`config.mk`:
```
export PLATFORM = sky130hd
export DESIGN_NAME = write_back_stage
export DESIGN_NICKNAME = d
export VERILOG_FILES = /design/src/rtl/wb_pkg.sv /design/src/rtl/load_align.sv /design/src/rtl/write_back_stage.sv
export SDC_FILE = /design/constraint.sdc
export NUM_CORES = 1
export LEC_CHECK = 0
export CAP_MARGIN = 10
export CELL_PAD_IN_SITES_DETAIL_PLACEMENT = 1
export CELL_PAD_IN_SITES_GLOBAL_PLACEMENT = 1
export CORE_UTILIZATION = 29
export CTS_BUF_LIST = sky130_fd_sc_hd__clkbuf_4
export CTS_CLUSTER_DIAMETER = 150
export DETAILED_ROUTE_END_ITERATION = 12
export PLACE_DENSITY_LB_ADDON = 0.1
export SYNTH_ARGS = -nofsm -noshare
export SYNTH_HDL_FRONTEND = slang
export SYNTH_SLANG_ARGS = --single-unit
```
`constraint.sdc`:
```
create_clock -name clk -period 3.3 [get_ports clk]
set_clock_uncertainty 0.1 [all_clocks]
set_input_delay 0.99 -clock clk [delete_from_list [all_inputs] [get_ports clk]]
set_output_delay 0.99 -clock clk [all_outputs]
set_load 0.01 [all_outputs]
```
`src/rtl/wb_pkg.sv`:
```
// Shared encodings for the write-back stage: result-source select and load width/sign kind.
package wb_pkg;

    typedef enum logic [1:0] {
        WB_ALU  = 2'b00,
        WB_MEM  = 2'b01,
        WB_LINK = 2'b10,
        WB_RSVD = 2'b11
    } wbSelType;

    typedef enum logic [2:0] {
        LD_W  = 3'b000,
        LD_H  = 3'b001,
        LD_HU = 3'b010,
        LD_B  = 3'b011,
        LD_BU = 3'b100
    } loadKind;

endpackage

```
`src/rtl/load_align.sv`:
```
// Little-endian sub-word load extraction: picks the byte/halfword lane from the aligned word
// and sign- or zero-extends it to the datapath width.
module load_align
    import wb_pkg::*;
#(
    parameter int data_len = 32
) (
    input  logic [data_len-1:0] word,
    input  logic [1:0]          byteOff,
    input  logic [2:0]          loadType,
    output logic [data_len-1:0] dataOut
);

    logic [data_len-1:0] byteShift;
    logic [data_len-1:0] halfShift;

    // Halfword lane uses only byteOff[1]; the low offset bit is ignored.
    assign byteShift = word >> {byteOff, 3'b000};
    assign halfShift = word >> {byteOff[1], 4'b0000};

    always_comb begin
        dataOut = word;
        case (loadType)
            LD_B:    dataOut = {{(data_len-8){byteShift[7]}}, byteShift[7:0]};
            LD_BU:   dataOut = {{(data_len-8){1'b0}}, byteShift[7:0]};
            LD_H:    dataOut = {{(data_len-16){halfShift[15]}}, halfShift[15:0]};
            LD_HU:   dataOut = {{(data_len-16){1'b0}}, halfShift[15:0]};
            default: dataOut = word;
        endcase
    end

endmodule

```
`src/rtl/write_back_stage.sv`:
```
// Registered MEM/WB write-back stage: source mux, optional sub-word load extension
// (WB_LOAD_EXT_EN), register-file write port and retired-instruction counter.
module write_back_stage
    import wb_pkg::*;
#(
    parameter int data_len = 32,
    parameter int addr_len = 5,
    parameter int cnt_len  = 32
) (
    input  logic                clk,
    input  logic                rst,
    input  logic                in_valid,
    output logic                in_ready,
    input  logic                stall,
    input  logic                flush,
    input  logic                reg_write,
    input  logic [1:0]          wb_sel,
    input  logic [2:0]          load_type,
    input  logic [1:0]          byte_off,
    input  logic [addr_len-1:0] dest_reg,
    input  logic [data_len-1:0] dataFromAlu,
    input  logic [data_len-1:0] dataFromMemory,
    input  logic [data_len-1:0] linkAddr,
    output logic                rf_we,
    output logic [addr_len-1:0] rf_waddr,
    output logic [data_len-1:0] rf_wdata,
    output logic [cnt_len-1:0]  retired_cnt
);

    logic                cap;
    logic [data_len-1:0] memData;
    logic [data_len-1:0] selData;

    assign in_ready = !stall;
    assign cap      = in_valid & !stall & !flush;

`ifdef WB_LOAD_EXT_EN
    load_align #(.data_len(data_len)) uLoadAlign (
        .word     (dataFromMemory),
        .byteOff  (byte_off),
        .loadType (load_type),
        .dataOut  (memData)
    );
`else
    logic unusedLoadBits;
    assign unusedLoadBits = ^{load_type, byte_off};
    assign memData        = dataFromMemory;
`endif

    // Reserved select code falls back to the ALU result.
    always_comb begin
        selData = dataFromAlu;
        case (wb_sel)
            WB_MEM:  selData = memData;
            WB_LINK: selData = linkAddr;
            default: selData = dataFromAlu;
        endcase
    end

    always_ff @(posedge clk or posedge rst) begin
        if (rst) begin
            rf_we       <= 1'b0;
            rf_waddr    <= '0;
            rf_wdata    <= '0;
            retired_cnt <= '0;
        end else if (cap) begin
            rf_we       <= reg_write & (dest_reg != '0);
            rf_waddr    <= dest_reg;
            rf_wdata    <= selData;
            retired_cnt <= retired_cnt + cnt_len'(1);
        end else begin
            rf_we <= 1'b0;
        end
    end

endmodule
```
Word level (Yosys, flattened, before mapping)

Cells that the tools add are included.

$add $sub $neg: 1
Eq/ne operators: 2
Mux-type cells: 2
Bitwise operators: 3
Reduce and logical (&&, ||, !) cells: 3

Operators by type and width:

| kind                  | number |
|---|---|
| $pmux 32 s2           | 1 |
| $add 32x1->32 const B | 1 |
| $reduce_bool 5->1     | 1 |
| $and 1x1->1           | 3 |
| $eq 2x1->1 const B    | 1 |
| $eq 2x2->1 const B    | 1 |
| $logic_not 1->1       | 2 |
| $mux 1                | 1 |

Bits in registers: 70
Bits of input ports: 114
Output and inout bits: 71
Word-level logic and storage cells: 15

Logic depth before layout (Yosys ltp)

Word-level depth: 4
Depth in mapped cells: 7
Gate-level depth less buffers: 6

Worst setup path before layout

No wires, ideal clock.

Kind: input to register
Start point: input port stall
End point: register retired_cnt[28]
Setup time: 0.079 ns
Arrival time: 2.349 ns
Required time: 3.121 ns
Path slack: 0.772 ns
Cell stages on the path: 5
Buffers on the path: 1
Cells stage by stage: or3b_1 or3_1 buf_2 nor4_2 xor2_1

Longest elaborated chain between the ends: 3

RTL lines:

| element                   | RTL line               | source |
|---|---|---|
| start, declared           | write_back_stage.sv:14 | `input logic stall,` |
| $logic_not 1->1           | write_back_stage.sv:35 | `assign cap = in_valid & !stall & !flush;` |
| $and 1x1->1 (2 in series) | write_back_stage.sv:35 |  |
| end signal, assigned      | write_back_stage.sv:70 | `retired_cnt <= retired_cnt + cnt_len'(1);` |
| end, declared             | write_back_stage.sv:27 | `output logic [cnt_len-1:0] retired_cnt` |

Every way passes these cells.
A chain may end at the register's enable or synchronous reset.

Worst setup path after layout

Start point: input port stall
End point: output port in_ready

Longest elaborated chain between the ends: 1

RTL lines:

| element         | RTL line               | source |
|---|---|---|
| $logic_not 1->1 | write_back_stage.sv:34 | `assign in_ready = !stall;` |
| end, declared   | write_back_stage.sv:13 | `output logic in_ready,` |

Every way passes these cells.

==> metrics <==
count of unique library cells instantiated by Yosys 26; Setup TNS Final 0 ps; Mapped Area 3440 um2; first-pass GRT wire length 18000 um; worst-margin pin slew roughly 670 ps; crit path max fanout 3; RSZ-0062 raised after global routing false; CTS buffer count 9; Rows 39; max-slew violations 0; Worst Hold Depth 1; CTS tree done; worst skew pair latency between 400 and 500 ps; clock sink count 70; First-pass DRT Iterations 4; Design Power 2.41 mW; post_cts resized 0; vias in the first global route 3715; sw frac 28.0%; Routed wire per std cell 15.4 um; register share of total power between 40% and 50%; Async SR Flop Fraction between 90% and 100%; antenna violations before repair 0; CP Depth 3; Pwr per Cell Area around 430 nW/um2; Top-Level Pins 185; Initial Util 30.0%; clock buffer depth 2; final hold viol count 0; hold crit path type reg -> reg; CP dominant cell by count clkdlybuf4s50_1; PortBufs 179; critical path arrival 2000 ps; post-route antenna net violation count 0; DP Wirelength around 8200 um; Layout area overhead 62.2%; Die Span Y 111 um; Synth Register Bits 70; static leakage 2.34 nW; critical path launch point type input port; relative slew slack roughly 55%; diode count 0; H-tree Lvls 3; GRT busiest layer met2; largest net degree at the start of global routing 75; CP Capture Type primary output; RePlAce Congestion 0.784; Min Clock Period, post-route approximately 3100 ps; Worst path slowest cell clkdlybuf4s50_1; die area 12300 um2; Vias/cell 4.90; GR Util met3 6.12%; Worst Path Required about 2200 ps; Seq/Total Area, Yosys 50.9%; status completed; die width 111 um; Synthesized Nets 493; Post-CTS Hold Buffers 0; grt ovf 0; worst-path cell chain clkdlybuf4s50_1 -> inv_1 -> clkdlybuf4s50_1; Filler cells around 1300; Mean Syn Cell Area 9.15 um2; met2 usage 33.2%; Post-CTS Repair Setup Buffers 0; worst r2r path cells 5; share of cells above drive strength 1 5.58%; Comb power frac between 20% and 30%; WS Path Type in -> out; CP max stage delay 520 ps; Vias 3424; fmax 0.323 GHz; Yosys Warn Count 0; VDD IR-drop max 176 uV; Sw Pwr 676 uW; grt met1 use 19.9%; drt drc 0; Root Buffer clkbuf_4; core box area about 11000 um2; Internal Power 1.74 mW; post-synthesis cell count 376; all-layer global routing usage 18.6%; initial DRC count roughly 130; wirelength, routed around 11000 um; CP Buf/Inv Count 3; clock slew at reported path FFs ~120 ps; Final Cycle Share 93.8%; # nets final 669; number of synthesized flops with an enable pin 0; worst slack, placed 23.4 ps; final worst slack 206 ps; max-cap check violation count 0; Clk pwr share 29.1%; Synth Flop Type dfrtp_1; Setup-failing EPs final 0; CP top delay family buffers and inverters
==> per-layer routing <==
metal	share of wire (%)	vias up
met1	39	1644
met3	7.5	13
met2	51	102
met5	0	-
met4	1.8	0
li1	-	1665
==> path summary, 6_finish.rpt <==
check / from / endpoint / slack (ps)
worst max-delay path: stall / in_ready / 210
max in group asynchronous: rst / retired_cnt[13] / 1560
worst min register to register: retired_cnt[31] / retired_cnt[31] / 380
min in group asynchronous: rst / rf_waddr[2] / 810
worst min-delay path: retired_cnt[31] / retired_cnt[31] / 380
worst max register to register: retired_cnt[0] / retired_cnt[28] / 1300
==> power groups by stage <==
stage / registers [mW] / clock network, mW / logic (mW)
6_report: 1.05 / 0.701 / 0.657
5_1_grt: 1.07 / 0.765 / 0.722
4_1_cts: 1.06 / 0.728 / 0.670
3_5_place_dp: 1.07 / 0 / 0.666
3_3_place_gp: 1.06 / 0 / 0.658
2_1_floorplan: 1.11 / 0 / 0.186
==> registers in the layout (all words and copies together) (netlist names) <==
register and cells:
rf_wdata 32, rf_waddr 5, retired_cnt 32, rf_we 1
==> cell usage in the layout (no fill, tap or decap), drive strengths merged <==
cell / instances
nor2: 39
nand3: 9
o311a: 1
a22oi: 32
ha: 3
nor3: 4
or2: 1
nor4: 3
xor2: 13
buf: 9
nand2: 60
or3b: 1
and3: 3
and4: 7
o21ai: 32
or3: 2
clkbuf: 10
nor3b: 3
clkdlybuf4s50: 179
xnor2: 18
clkinv: 2
nand4: 11
inv: 5
bufinv: 3
dfrtp: 70
and2: 4
a21oi: 32
==> Yosys cell counts (all sizes together), types with 4 or more instances <==
library cell  number  share of area [%]
nor3               4               0.73
nand3              9                1.3
o21ai             32                4.7
and2               4               0.73
dfrtp             70                 51
and4               7                1.8
nor2              39                4.3
nand4             11                2.0
nand2             60                6.5
xnor2             18                4.6
a21oi             32                4.7
a22oi             32                7.0
clkbuf            20                2.2
inv                5               0.55
xor2              13                3.3
==> area by class of cell <==
type	count	area, um2	share of cell area (%)
clock buffers	10	75.1	1.35
clock inverters	5	98.8	1.77
inverters	5	18.8	0.336
multi-input cells	278	1590	28.4
flip-flops and latches	70	1750	31.4
well taps	143	179	3.21
repair buffers	188	1870	33.5
==> metrics by stage <==
| step | util, % | instance area (um2) | cells | hold WS (ps) |
|---|---|---|---|---|
| 6_report | 48.7 | 5580 | 699 | 385 |
| 3_5_place_dp | 47.1 | 5410 | 684 | 369 |
| 3_3_place_gp | 47.1 | 5410 | 684 | 361 |
| 4_1_cts | 48.7 | 5580 | 699 | 388 |
| 5_1_grt | 48.7 | 5580 | 699 | 421 |
| 2_1_floorplan | - | 3440 | 376 | 407 |
==> cells by family after synthesis <==
group	share of synthesized area, %
xor gates and xnor gates	7.89
adders and majority gates	1.09
and+or+nand+nor	20.4
DFF	50.9
buffers and inverters	3.09
AOI/OAI and AO/OA	16.6
(Power assumes the default switching activity.)
